==> src/rtl/hex_display_pkg.sv <==
// Shared definitions for the hex display controller: scan states,
// the active-low segment table and the blank pattern.
package hex_display_pkg;

   typedef enum logic [0:0] {
      ST_IDLE = 1'b0,
      ST_SCAN = 1'b1
   } state_e;

   localparam logic [6:0] BLANK = 7'h7F;

   // Active-low, segment g in bit 6 and segment a in bit 0.
   localparam logic [6:0] SEG_TABLE [16] = '{
      7'h40, 7'h79, 7'h24, 7'h30, 7'h19, 7'h12, 7'h02, 7'h78,
      7'h00, 7'h10, 7'h08, 7'h03, 7'h46, 7'h21, 7'h06, 7'h0E
   };

endpackage

==> src/rtl/seg7_decode.sv <==
// Combinational hex nibble to active-low seven-segment decoder.
module seg7_decode
   import hex_display_pkg::*;
(
   input  logic [3:0] i_nibble,
   output logic [6:0] o_seg
);

   assign o_seg = SEG_TABLE[i_nibble];

endmodule

==> src/rtl/hex_display_ctrl.sv <==
// Byte-fed hex display: a nibble buffer refreshed one digit per cycle through
// a single shared decoder into segment registers, with optional blinking.
module hex_display_ctrl
   import hex_display_pkg::*;
#(
   parameter int unsigned NUM_DIGITS = 6,
   parameter int unsigned BLINK_DIV  = 25000000
) (
   input  logic                    clk,
   input  logic                    rst_n,
   input  logic                    in_valid,
   input  logic [7:0]              in_data,
   output logic                    in_ready,
   input  logic                    clear,
   input  logic                    blink_en,
   output logic                    busy,
   output logic [7*NUM_DIGITS-1:0] hex_out
);

   localparam int unsigned       IDX_W    = (NUM_DIGITS > 1) ? $clog2(NUM_DIGITS) : 1;
   localparam int unsigned       CNT_W    = $clog2(BLINK_DIV);
   localparam logic [IDX_W-1:0]  LAST_IDX = IDX_W'(NUM_DIGITS - 1);
   localparam logic [CNT_W-1:0]  CNT_MAX  = CNT_W'(BLINK_DIV - 1);

   state_e           r_state;
   logic [IDX_W-1:0] r_idx;
   logic [3:0]       r_buf [NUM_DIGITS];
   logic [6:0]       r_seg [NUM_DIGITS];
   logic [CNT_W-1:0] r_blink_cnt;
   logic             r_blink_phase;

   logic [3:0]       w_nibble;
   logic [6:0]       w_seg;
   logic             w_clear;
   logic             w_accept;
   logic             w_blank;

   assign in_ready = (r_state == ST_IDLE) && !clear;
   assign busy     = (r_state == ST_SCAN);
   assign w_clear  = (r_state == ST_IDLE) && clear;
   assign w_accept = in_valid && in_ready;
   assign w_nibble = r_buf[r_idx];

   seg7_decode u_seg7_decode (
      .i_nibble (w_nibble),
      .o_seg    (w_seg)
   );

   always_ff @(posedge clk or negedge rst_n) begin
      if (!rst_n) begin
         r_state <= ST_IDLE;
         r_idx   <= '0;
         for (int k = 0; k < int'(NUM_DIGITS); k++) r_buf[k] <= '0;
      end else begin
         case (r_state)
            ST_IDLE: begin
               if (w_clear) begin
                  for (int k = 0; k < int'(NUM_DIGITS); k++) r_buf[k] <= '0;
                  r_idx   <= '0;
                  r_state <= ST_SCAN;
               end else if (w_accept) begin
                  for (int k = 2; k < int'(NUM_DIGITS); k++) r_buf[k] <= r_buf[k-2];
                  r_buf[1] <= in_data[7:4];
                  r_buf[0] <= in_data[3:0];
                  r_idx    <= '0;
                  r_state  <= ST_SCAN;
               end
            end
            ST_SCAN: begin
               if (r_idx == LAST_IDX) begin
                  r_idx   <= '0;
                  r_state <= ST_IDLE;
               end else begin
                  r_idx <= r_idx + 1'b1;
               end
            end
            default: r_state <= ST_IDLE;
         endcase
      end
   end

   // Reset restores the "0" glyph everywhere, discarding any half-finished scan.
   always_ff @(posedge clk or negedge rst_n) begin
      if (!rst_n) begin
         for (int k = 0; k < int'(NUM_DIGITS); k++) r_seg[k] <= SEG_TABLE[0];
      end else if (r_state == ST_SCAN) begin
         r_seg[r_idx] <= w_seg;
      end
   end

   // Free-running so blinking resumes in the current phase when re-enabled.
   always_ff @(posedge clk or negedge rst_n) begin
      if (!rst_n) begin
         r_blink_cnt   <= '0;
         r_blink_phase <= 1'b1;
      end else if (r_blink_cnt == CNT_MAX) begin
         r_blink_cnt   <= '0;
         r_blink_phase <= !r_blink_phase;
      end else begin
         r_blink_cnt <= r_blink_cnt + 1'b1;
      end
   end

   assign w_blank = blink_en && !r_blink_phase;

   always_comb begin
      hex_out = '0;
      for (int k = 0; k < int'(NUM_DIGITS); k++) begin
         hex_out[k*7 +: 7] = w_blank ? BLANK : r_seg[k];
      end
   end

endmodule

==> config.mk <==
export PLATFORM = sky130hd
export DESIGN_NAME = hex_display_ctrl
export DESIGN_NICKNAME = d
export VERILOG_FILES = /design/src/rtl/hex_display_pkg.sv /design/src/rtl/seg7_decode.sv /design/src/rtl/hex_display_ctrl.sv
export SDC_FILE = /design/constraint.sdc
export NUM_CORES = 1
export LEC_CHECK = 0
export ABC_AREA = 1
export CAP_MARGIN = 40
export CORE_UTILIZATION = 56
export DETAILED_ROUTE_END_ITERATION = 12
export MAX_ROUTING_LAYER = met4
export PLACE_DENSITY_LB_ADDON = 0.12
export SETUP_SLACK_MARGIN = 0.02
export SYNTH_ARGS = -nofsm -noshare
export SYNTH_HDL_FRONTEND = slang
export SYNTH_HIERARCHICAL = 1
export SYNTH_SLANG_ARGS = --single-unit
==> constraint.sdc <==
create_clock -name clk -period 2.9 [get_ports clk]
set_input_delay 0.58 -clock clk [delete_from_list [all_inputs] [get_ports clk]]
set_output_delay 0.58 -clock clk [all_outputs]
set_load 0.005 [all_outputs]
# --- After elaboration in Yosys (flattened, before gate mapping) ---
# Memory sizes are Yosys's and may differ from the RTL's.
# Index checks and enable logic that the tools add are counted.
word_totals:
  ff_bits: 96
  mem_bits_ro: 112
  in_bits: 13
  output_inout_bits: 44
  wordCells: 62
  mem_count: 1
op_classes:
  addsub: 2
  order_cmp: 3
  eq_ne: 3
  muxes: 25
  bitwise: 3
  n_reduce_logical: 9
memory_table:
  columns: ["name", "words", "word_bits", "read_ports", "rd_ports_with_merged_regs", "wr", "line", "rtl"]
  rows:
  - ["(name not given)", 16, 7, 1, 0, 0, "seg7_decode.sv:9", "assign o_seg = SEG_TABLE[i_nibble];"]
op_table:
  columns: ["cell", "count"]
  rows:
  - ["7-bit two-way mux", 9]
  - ["24-bit two-way mux", 2]
  - ["42-bit bitwise mux", 1]
  - ["25-bit by 1-bit adder with 25-bit output (second input constant)", 1]
  - ["25-bit == test (second input constant)", 1]
  - ["25-bit two-way mux", 1]
  - ["7-bit demux with 3-bit select", 1]
  - ["4-bit binary-select mux with 3-bit select", 1]
  - ["3-bit two-way mux", 3]
  - ["4-bit two-way mux", 2]
  - ["3-bit case mux with 2 select lines", 1]
  - ["5-bit greater-or-equal comparator (second input constant)", 1]
  - ["1-bit logical AND", 5]
  - ["4-bit inverter with 5-bit output", 1]
  - ["4-bit greater-or-equal comparator (second input constant)", 1]
  - ["4-bit by 1-bit less-than comparator with 1-bit output (second input constant)", 1]
  - ["3-bit inverter with 4-bit output", 1]
  - ["3-bit by 1-bit adder with 3-bit output (second input constant)", 1]
  - ["3-bit == test (second input constant)", 1]
  - ["1-bit two-way mux", 3]
  - ["3-bit != test (second input constant)", 1]
  - ["1-bit zero test", 2]
  - ["1-bit case mux with 2 select lines", 1]
  - ["2-bit AND reduction", 1]
  - ["other kinds (2)", 2]

# --- Longest topological paths before layout ---
# Gate-level depths: netlist (run 1).
depth:
  word_depth: 9
  mapped_depth: 14
  mapped_depth_nobuf: 14

# --- Modules after synthesis ---
# Netlist (run 1), hierarchy kept.
by_module_without_submodules:
  columns: ["mod", "n_inst", "cells_each", "area_per_inst_um2", "seq_area_each_um2"]
  rows:
  - ["hex_display_ctrl", 1, 599, 4667.0, 2411.1]
  - ["seg7_decode", 1, 49, 274.0, 0.0]

# --- Worst setup path after synthesis (run 1) ---
# No wires, ideal clock.
synth_timing:
  kind: "register to register"
  from: "reg r_idx[0]"
  to: "reg r_seg[10] (netlist bit)"
  setup_time_ps: 83
  t_arrival_ps: 1988
  required_time_ps: 2817
  path_slack_ps: 830
  path_stages_with_launch: 12
  n_path_buf: 2
  synth_period_minus_slack_ps: 2070
  cell_sequence: "dfrtp_1 -> buf_6 -> clkbuf_1 -> o21ai_0 -> o211ai_1 -> inv_1 -> ha_1 -> nand2_1 -> nand3_1 -> nand2_1 -> inv_1 -> o21ai_0"
synth_between:
  elab_chain_cells: 9
  elab_cells_between_ends: 14
  cone_classes: "order compare: 2; mux: 8; bitwise: 2; reduce/logical: 1; memory: 1"
synth_rtl:
  columns: ["item", "line", "rtl"]
  rows:
  - ["start, declared", "hex_display_ctrl.sv:26", "logic [IDX_W-1:0] r_idx;"]
  - ["start signal, assigned", "hex_display_ctrl.sv:74", "r_idx <= r_idx + 1'b1;"]
  - ["3-bit inverter with 4-bit output (implied by the code)", "hex_display_ctrl.sv:42", "assign w_nibble = r_buf[r_idx];"]
  - ["4-bit binary-select mux with 3-bit select", "hex_display_ctrl.sv:42", null]
  - ["4-bit two-way mux (implied by the code) (2 in series)", "hex_display_ctrl.sv:42", null]
  - ["named net w_nibble[1]", "hex_display_ctrl.sv:32", "logic [3:0] w_nibble;"]
  - ["4-bit inverter with 5-bit output (implied by the code)", "seg7_decode.sv:9", null]
  - ["memory 16 x 7 bit", null, null]
  - ["7-bit two-way mux (implied by the code) (2 in series)", "seg7_decode.sv:9", null]
  - ["named net w_seg[3]", "hex_display_ctrl.sv:33", "logic [6:0] w_seg;"]
  - ["42-bit bitwise mux", "hex_display_ctrl.sv:87", "r_seg[r_idx] <= w_seg;"]
  - ["end signal, assigned by index", "hex_display_ctrl.sv:87", null]
  - ["end, declared", "hex_display_ctrl.sv:28", "logic [6:0] r_seg [NUM_DIGITS];"]
# The timed path passes the listed nets, and every way through them passes these cells. The select of a mux whose other input is x is not followed.
# A chain may end at the register's enable or synchronous reset.

# --- Worst setup path in the final report (run 1) ---
layout_timing:
  from: "in blink_en"
  to: "out hex_out[38]"
layout_between:
  elab_chain_cells: 2
layout_rtl:
  columns: ["item", "line", "rtl"]
  rows:
  - ["start, declared", "hex_display_ctrl.sv:15", "input logic blink_en,"]
  - ["1-bit logical AND", "hex_display_ctrl.sv:104", "assign w_blank = blink_en && !r_blink_phase;"]
  - ["7-bit two-way mux", "hex_display_ctrl.sv:109", "hex_out[k*7 +: 7] = w_blank ? BLANK : r_seg[k];"]
  - ["end, declared", "hex_display_ctrl.sv:17", "output logic [7*NUM_DIGITS-1:0] hex_out"]
# No other way between the ends.

==> run metrics, run 1 <==
Sequential Area=0.00241 mm^2; critical-path maximum fanout=42; Initial Utilization=0.589; largest net degree at the start of global routing=48; Area growth syn-to-layout=17.2%; worst min path class=in2async; Port Buffers=between 50 and 60; routability cong.=~0.92; max frequency=a little under 400 MHz; Worst-path clk slew=approximately 90 ps; Total GRT Usage=0.258; first-pass GRT wire length=approximately 18000 um; multi-input logic area=approximately 0.0020 mm^2; Crit Path Class=in2out; syn avg cell area=7.62 um^2; depth of the CTS H-tree=3; Cells after Synth=roughly 650; Seq pwr share=0.391; Power Dens Cells=around 840 mW/mm^2; full die area=between 0.009 and 0.01 mm^2; WL met3=between 300 and 400 um; Max Slew Vio Count=0; Clk Latency, worst-skew pair=between 300 and 400 ps; initial drt markers=196; critical path, cell by cell=clkdlybuf4s50_1, nand2_1, buf_4, nand2_1, clkdlybuf4s50_1; top sig layer=met4; overflow left after global routing=0; Gate power share=0.424; final wirelength=~10000 um; max-cap viol count=0; vias in the first global route=3939; Layout Skew=11.3 ps; n_diodes=0; Worst EP required=2320 ps; sequential fraction of the synthesis area=0.488; Slowest cell on crit path=clkdlybuf4s50_1; IO Pins=57; Root Driver=clkbuf_8; final core utilization=0.691; # Post-CTS Setup Buffers=0; NetSw=1.98 mW; nets=around 730; area of the core=between 0.008 and 0.009 mm^2; fin crit share=0.878; Syn Std Cell Area=a little under 0.005 mm^2; initial antenna violation count=0; final std cells w/o fill=between 800 and 900; Fin. Hold Viols=0; Cell Int Power=slightly below 3 mW; Layout fillers=roughly 740; Die H=95.9 um; slew margin rel.=0.481; Yosys reg bits=96; Avg WL per Cell=roughly 13 um; critical path's largest stage delay=between 400 and 500 ps; DIE WIDTH=approximately 96 um; nature of the critical path startpoint=input pin; RSZ-0062 raised after global routing=false; Critical path origin=blink_en; Resize count post-CTS=0; WP buf/inv=3; clk buf depth=2; post-route cell area=slightly below 0.006 mm^2; reg2reg start=r_idx[0]$_DFFE_PN0P_; Yosys cell types=28; M1 WL=4770 um; cell family with most CP delay=buffers and inverters; Async SR Flop Fraction=1.00; DRT Pass-1 Iters=5; TritonCTS clock tree=done; EDFF count, synth=0; vias=roughly 4200; commonest non-fill, non-tap cell in the layout=nand2_1; vias per inst=5.18; Clock Sinks=96; met2 wire len=5140 um; clock share of power=0.185; post-DP HPWL=about 7800 um; Tightest Pin Transition=775 ps; Crit. End Element=output port; CP arrival=approximately 2000 ps; total CTS buffers=9; Cell Rows=33; Post-Synthesis Net Count=~670; status=complete, no violations; setup tns final=0 ps; cell total after placement=between 700 and 800; ys flop type=dfrtp_1; final setup fails=0; DRC=0; # hold bufs at CTS=0; most frequent cells in the layout=189 x nand2_1, 108 x inv_1, 89 x dfrtp_1; yosys synthesis warning count=6; Sw Share=0.406; number of cells on the worst reg-to-reg path=12; P_leak=between 2 and 3 nW; layout cells sized above 1=0.0732; area post-placement=0.00559 mm^2; stages on the worst setup path=5; Tmin final=2550 ps; post-route ant nets=0; maximum VDD drop=about 0.58 mV
-- state kept, by name, indices dropped and copies added, names as in the netlist --
| signal | cells |
|---|---|
| r_seg | 42 |
| r_idx | 3 |
| busy | 1 |
| r_blink_phase | 1 |
| r_blink_cnt | 25 |
| r_buf | 24 |
-- worst reg2reg max path: stages, from the launching register on --
cell and delay [ps]:
dfrtp_1 560, nand2_1 230, o22ai_1 210, nand2_1 70, o211ai_1 250, inv_1 210, ha_1 220, inv_1 100
nand2_1 90, nand3_1 90, nand2_1 70, inv_1 160, o21ai_0 120
-- stage by stage --
step | setup WS (ps) | power, mW | hold slack [ps]
after global routing | 78.4 | 5.30 | 262
after global placement | 392 | 3.91 | 449
after floorplan | 830 | 3.26 | 284
after detailed placement | 323 | 4.00 | 461
after CTS | 319 | 4.91 | 235
final | 353 | 4.89 | 210
-- cells in the mapped netlist (2+ instances only) --
library cell | n | area, um^2
nand2_2 | 3 | 18.8
nor3_1 | 2 | 10.0
o211ai_1 | 3 | 22.5
clkbuf_1 | 6 | 22.5
nand2_1 | 189 | 709
nand3_1 | 40 | 200
nor2_2 | 5 | 31.3
o21ai_2 | 4 | 35.0
ha_1 | 8 | 100
dfstp_2 | 7 | 184
nor2_4 | 4 | 45.0
inv_1 | 108 | 405
xor2_1 | 9 | 78.8
dfrtp_1 | 89 | 2230
buf_2 | 9 | 45.0
o21ai_0 | 60 | 300
o22ai_1 | 20 | 125
nor2_1 | 55 | 206
buf_6 | 3 | 33.8
inv_2 | 4 | 15.0
a21oi_1 | 10 | 50.1
o21bai_1 | 2 | 15.0
and2_1 | 2 | 12.5
o21ai_1 | 2 | 10.0
-- routing by layer --
| metal | vias to the layer above | GRT usage |
|---|---|---|
| li1 | 2129 | - |
| met1 | 1988 | 0.330 |
| met2 | 88 | 0.423 |
| met3 | 16 | 0.0324 |
| met4 | 0 | 0.0945 |
| met5 | - | - |
-- cell families (layout without fill, tap and decap cells) --
kind of cell / after synthesis / count (layout) / synth area share
xor gates and xnor gates: 9 / 9 / 0.0160
and+or+nand+nor: 303 / 303 / 0.256
adders and majority gates: 8 / 8 / 0.0203
buffers and inverters: 130 / 192 / 0.106
AOI/OAI and AO/OA: 102 / 102 / 0.114
DFF: 96 / 96 / 0.488
-- power groups by stage --
stage                     Combinational [mW]  Sequential (mW)  Clock (mW)
after floorplan                         1.39             1.87           0
final                                   2.07             1.91       0.902
after CTS                               2.08             1.91       0.920
after detailed placement                2.06             1.94           0
after global placement                  1.99             1.92           0
after global routing                    2.37             1.96       0.972
-- layout make-up --
cell class	count	share of cell area
flip-flops and latches	96	0.416
multi-input cells	422	0.347
repair buffers	64	0.107
inverters	112	0.0726
clock buffers	11	0.0244
well taps	105	0.0227
clock inverters	5	0.0108
-- final timing paths --
check	endpoint	slack, ps
worst max register to register	r_seg[17]$_DFFE_PN0P_	380
worst min register to register	r_blink_phase$_DFFE_PN1N_	470
min in group clk	r_blink_phase$_DFFE_PN1N_	470
worst min-delay path	r_blink_cnt[1]$_DFF_PN0_	210
worst max-delay path	hex_out[38]	350
max in group asynchronous	r_blink_cnt[8]$_DFF_PN0_	1900
Note: power is estimated with default switching activity, not from simulation.
==> run 2: changes to the inputs <==
CORE_UTILIZATION = 30   (was 56)
SLEW_MARGIN = 20   (was unset)
==> run metrics, run 2 (synthesis gave the netlist of run 1 again) <==
status=complete, no violations (unchanged); max frequency=394 MHz (was 393 MHz); cell total after placement=914 (was 799); total CTS buffers=9 (unchanged); Tightest Pin Transition=771 ps (was 775 ps); # hold bufs at CTS=0 (unchanged); post-route cell area=0.00613 mm^2 (was 0.00579 mm^2); vias=4167 (was 4221); RSZ-0062 raised after global routing=false (unchanged); IO Pins=57 (unchanged); Port Buffers=56 (unchanged); fin crit share=0.875 (was 0.878); Root Driver=clkbuf_16 (was clkbuf_8); Hold WS=179 ps (was 210 ps); area of the core=0.0160 mm^2 (was 0.00838 mm^2); post-route ant nets=0 (unchanged); Top reg by flops=r_seg (unchanged); Crit. End Element=output port (unchanged); final wirelength=11800 um (was 10400 um); setup tns final=0 ps (unchanged); pre-CTS WS=351 ps (was 323 ps); TritonCTS clock tree=done (unchanged); final std cells w/o fill=930 (was 815); Cell Rows=46 (was 33); Layout Skew=7.86 ps (was 11.3 ps); routability cong.=0.816 (was 0.922); multi-input logic area=0.00201 mm^2 (unchanged); Die H=130 um (was 95.9 um); DIE WIDTH=130 um (was 95.9 um); Tmin final=2540 ps (was 2550 ps); overflow left after global routing=0 (unchanged); full die area=0.0170 mm^2 (was 0.00920 mm^2); Clock Sinks=96 (unchanged); Layout fillers=1734 (was 744); Worst-path clk slew=70 ps (was 90 ps); Initial Utilization=0.309 (was 0.589); vias per inst=4.48 (was 5.18); DRC=0 (unchanged); layout cells sized above 1=0.0798 (was 0.0732); Clk Latency, worst-skew pair=360 ps (about the same); largest net degree at the start of global routing=43 (was 48); Largest regs=r_seg x42, r_blink_cnt x25, r_buf x24 (unchanged); initial drt markers=336 (was 196); Area growth syn-to-layout=24.0% (was 17.2%); worst min path class=in2async (unchanged); Power Dens Cells=889 mW/mm^2 (was 844 mW/mm^2); Max Slew Vio Count=0 (unchanged); Resize count post-CTS=0 (unchanged); Avg WL per Cell=12.6 um (was 12.7 um); P_leak=2.86 nW (was 2.76 nW); final setup fails=0 (unchanged); vias in the first global route=4011 (was 3939); most frequent cells in the layout=189 x nand2_1, 108 x inv_1, 89 x dfrtp_1 (unchanged); first-pass GRT wire length=19900 um (was 17700 um); n_diodes=0 (unchanged); commonest non-fill, non-tap cell in the layout=nand2_1 (unchanged); area post-placement=0.00577 mm^2 (was 0.00559 mm^2); Worst EP required=2320 ps (about the same); post-DP HPWL=8720 um (was 7750 um); Final WS setup=362 ps (was 353 ps); clk buf depth=2 (unchanged); depth of the CTS H-tree=3 (unchanged); max-cap viol count=0 (unchanged); nets=730 (was 726); Sequential Area=0.00241 mm^2 (unchanged); slew margin rel.=0.484 (was 0.481); Fin. Hold Viols=0 (unchanged); DRT Pass-1 Iters=4 (was 5); nature of the critical path startpoint=input pin (unchanged); critical-path maximum fanout=42 (unchanged); max FFs per register=42 (unchanged); maximum VDD drop=0.412 mV (was 0.576 mV); CP arrival=1960 ps (was 1970 ps); # Post-CTS Setup Buffers=0 (unchanged); initial antenna violation count=0 (unchanged); Crit Path Class=in2out (unchanged); Total GRT Usage=0.158 (was 0.258)
==> run 2: changes by cell type in the layout (fill, tap and decap cells not counted) <==
cell	delta
clkinv_4	+3
buf_4	+3
clkbuf_16	+9
bufinv_16	+2
clkbuf_1	-1
inv_6	-2
buf_12	+1
clkinvlp_4	-2
clkbuf_8	-9
==> run 2: stage by stage <==
step | total power [mW] | utilization
global placement | 4.05 | 0.361
detailed placement | 4.09 | 0.361
CTS | 5.53 | 0.383
floorplan | 3.26 | -
global route | 5.94 | 0.383
finish | 5.45 | 0.383
==> run 2: layout make-up <==
type / count / share of cell area
Multi-Input combinational cell: 422 / 0.328
Sequential cell: 96 / 0.394
Tap cell: 216 / 0.0441
Inverter: 112 / 0.0686
Clock inverter: 6 / 0.0190
Clock buffer: 10 / 0.0390
Timing Repair Buffer: 68 / 0.108
==> run 2: worst max-delay path, stage by stage <==
cell and delay, ps:
clkdlybuf4s50_1 400, nand2_1 70, buf_4 320, nand2_1 100
clkdlybuf4s50_1 470
==> run 2: where the power goes <==
part / switching, mW / internal [mW]
Combinational: 1.34 / 0.782
Clock: 0.537 / 0.871
Sequential: 0.188 / 1.73
Total: 2.07 / 3.38
==> run 2: path summary, 6_finish.rpt <==
check / start / slack (ps) / to / cells after the start
worst max-delay path: blink_en / 360 / hex_out[22] / 5
max in group asynchronous: rst_n / 1990 / r_seg[6]$_DFFE_PN1P_ / 2
worst min-delay path: rst_n / 180 / r_blink_cnt[15]$_DFF_PN0_ / 1
worst min register to register: r_blink_phase$_DFFE_PN1N_ / 470 / r_blink_phase$_DFFE_PN1N_ / 2
min in group clk: r_blink_phase$_DFFE_PN1N_ / 470 / r_blink_phase$_DFFE_PN1N_ / 2
worst max register to register: r_idx[1]$_DFFE_PN0P_ / 410 / r_seg[30]$_DFFE_PN0P_ / 10
==> run 2: layer usage <==
layer / share of wire / GRT usage / up-vias
met2: 0.48 / 0.250 / 56
met5: 0 / - / -
met3: 0.029 / 0.0324 / 15
li1: - / - / 2133
met4: 0.018 / 0.0595 / 0
met1: 0.48 / 0.199 / 1963
==> run 3: changes to the inputs <==
SETUP_SLACK_MARGIN = 0.2   (was 0.02)
==> run metrics, run 3 (synthesis gave the netlist of run 1 again) <==
clk buf depth=2 (unchanged); area of the core=0.0160 mm^2 (unchanged); status=complete, no violations (unchanged); Die H=130 um (unchanged); critical path's largest stage delay=470 ps (about the same); layout cells sized above 1=0.0824 (was 0.0798); DIE WIDTH=130 um (unchanged); nature of the critical path startpoint=input pin (unchanged); reg2reg start=r_idx[0]$_DFFE_PN0P_ (was r_idx[1]$_DFFE_PN0P_); met2 usage=0.250 (unchanged); depth of the CTS H-tree=3 (unchanged); initial antenna violation count=0 (unchanged); P_leak=2.87 nW (was 2.86 nW); Area growth syn-to-layout=24.3% (was 24.0%); CP arrival=1960 ps (about the same); WP buf/inv=3 (unchanged); Layout fillers=1734 (unchanged); routability cong.=0.816 (unchanged); post-route ant nets=0 (unchanged); Worst R2R End=r_seg[25]$_DFFE_PN0P_ (was r_seg[30]$_DFFE_PN0P_); Largest regs=r_seg x42, r_blink_cnt x25, r_buf x24 (unchanged); Crit Path Class=in2out (unchanged); critical path, cell by cell=clkdlybuf4s50_1, nand2_1, buf_4, nand2_1, clkdlybuf4s50_1 (unchanged); Clock Sinks=96 (unchanged); fin crit share=0.875 (about the same); NetSw=2.07 mW (about the same); Gate power share=0.394 (was 0.390); Slowest cell on crit path=clkdlybuf4s50_1 (unchanged); max-cap viol count=0 (unchanged); overflow left after global routing=0 (unchanged); multi-input logic area=0.00201 mm^2 (unchanged); critical-path maximum fanout=42 (unchanged); final wirelength=11800 um (about the same); Total GRT Usage=0.158 (unchanged); final core utilization=0.384 (was 0.383); most frequent cells in the layout=189 x nand2_1, 108 x inv_1, 89 x dfrtp_1 (unchanged); Clk Latency, worst-skew pair=360 ps (about the same); Critical path origin=blink_en (unchanged); first-pass GRT wire length=19900 um (unchanged); Worst EP required=2320 ps (about the same); maximum VDD drop=0.412 mV (about the same); met3 usage=0.0324 (unchanged); Top reg by flops=r_seg (unchanged); setup tns final=0 ps (unchanged); Initial Utilization=0.309 (unchanged); Tightest Pin Transition=770 ps (was 771 ps); max FFs per register=42 (unchanged); number of cells on the worst reg-to-reg path=8 (was 10); commonest non-fill, non-tap cell in the layout=nand2_1 (unchanged); Crit. End Element=output port (unchanged); Cell Rows=46 (unchanged); grt met1 use=0.199 (unchanged); nets=732 (was 730); Fin. Hold Viols=0 (unchanged); Hold WS=180 ps (was 179 ps); Cell Int Power=3.40 mW (was 3.38 mW); clock share of power=0.257 (was 0.258); Sw Share=0.378 (was 0.380); TritonCTS clock tree=done (unchanged); Seq pwr share=0.350 (was 0.351); Layout Skew=7.97 ps (was 7.86 ps); DRC=0 (unchanged); Tmin final=2540 ps (about the same); n_diodes=0 (unchanged); Worst-path clk slew=70 ps (about the same); worst min path class=in2async (unchanged); final setup fails=0 (unchanged); total CTS buffers=9 (unchanged); full die area=0.0170 mm^2 (unchanged); Sequential Area=0.00241 mm^2 (unchanged); gr busiest metal=met2 (unchanged); Max Slew Vio Count=0 (unchanged); Root Driver=clkbuf_16 (unchanged); vias=4176 (was 4167); post-DP HPWL=8720 um (unchanged); Power Dens Cells=891 mW/mm^2 (was 889 mW/mm^2); slew margin rel.=0.485 (was 0.484); Resize count post-CTS=0 (unchanged); RSZ-0062 raised after global routing=false (unchanged); area post-placement=0.00577 mm^2 (unchanged); vias per inst=4.48 (about the same); cell family with most CP delay=buffers and inverters (unchanged); largest net degree at the start of global routing=43 (unchanged); initial drt markers=308 (was 336); Avg WL per Cell=12.6 um (about the same); post-route cell area=0.00614 mm^2 (was 0.00613 mm^2); # hold bufs at CTS=0 (unchanged); vias in the first global route=4011 (unchanged); reg-to-reg slack, setup=560 ps (was 410 ps); Port Buffers=56 (unchanged); DRT Pass-1 Iters=4 (unchanged); IO Pins=57 (unchanged); max frequency=394 MHz (about the same)
==> run 3: timing repair <==
action                                  CTS  global route
endpoints found under the setup margin    0             8
hold endpoints to repair                  0             0
buffers inserted                          0             2
==> run 3: layer usage <==
metal,share of wire,up-vias
met5,0,-
met4,0.018,0
met3,0.028,15
met2,0.47,52
met1,0.48,1970
li1,-,2139
==> run 3: layout make-up <==
cell class	count	share of cell area
multi-input combinational	422	0.327
clock inverter	6	0.0189
sequential	96	0.393
clock buffer	10	0.0389
timing repair buffer	70	0.110
tap	216	0.0440
inverter	112	0.0685
==> run 3: power by group through the flow <==
stage | Clock, mW | Combinational, mW | Sequential, mW
finish | 1.41 | 2.16 | 1.91
CTS | 1.45 | 2.16 | 1.92
global placement | 0 | 2.12 | 1.93
floorplan | 0 | 1.39 | 1.87
global route | 1.49 | 2.52 | 1.96
detailed placement | 0 | 2.15 | 1.94
==> run 3: through the flow <==
step / instances / power [mW] / setup slack (ps)
floorplan: 648 / 3.26 / 830
global placement: 914 / 4.05 / 356
detailed placement: 914 / 4.09 / 351
CTS: 930 / 5.53 / 342
global route: 932 / 5.97 / 210
finish: 932 / 5.47 / 362
==> run 3: worst max-delay path by stage <==
stage                            end  slack, ps  depth (start not counted)
3_5_place_dp             hex_out[12]        350                          5
5_1_grt                  hex_out[12]        210                          5
3_3_place_gp             hex_out[36]        360                          5
4_1_cts                  hex_out[12]        340                          5
6_report                 hex_out[22]        360                          5
2_1_floorplan  r_seg[10]$_DFFE_PN0P_        830                         11
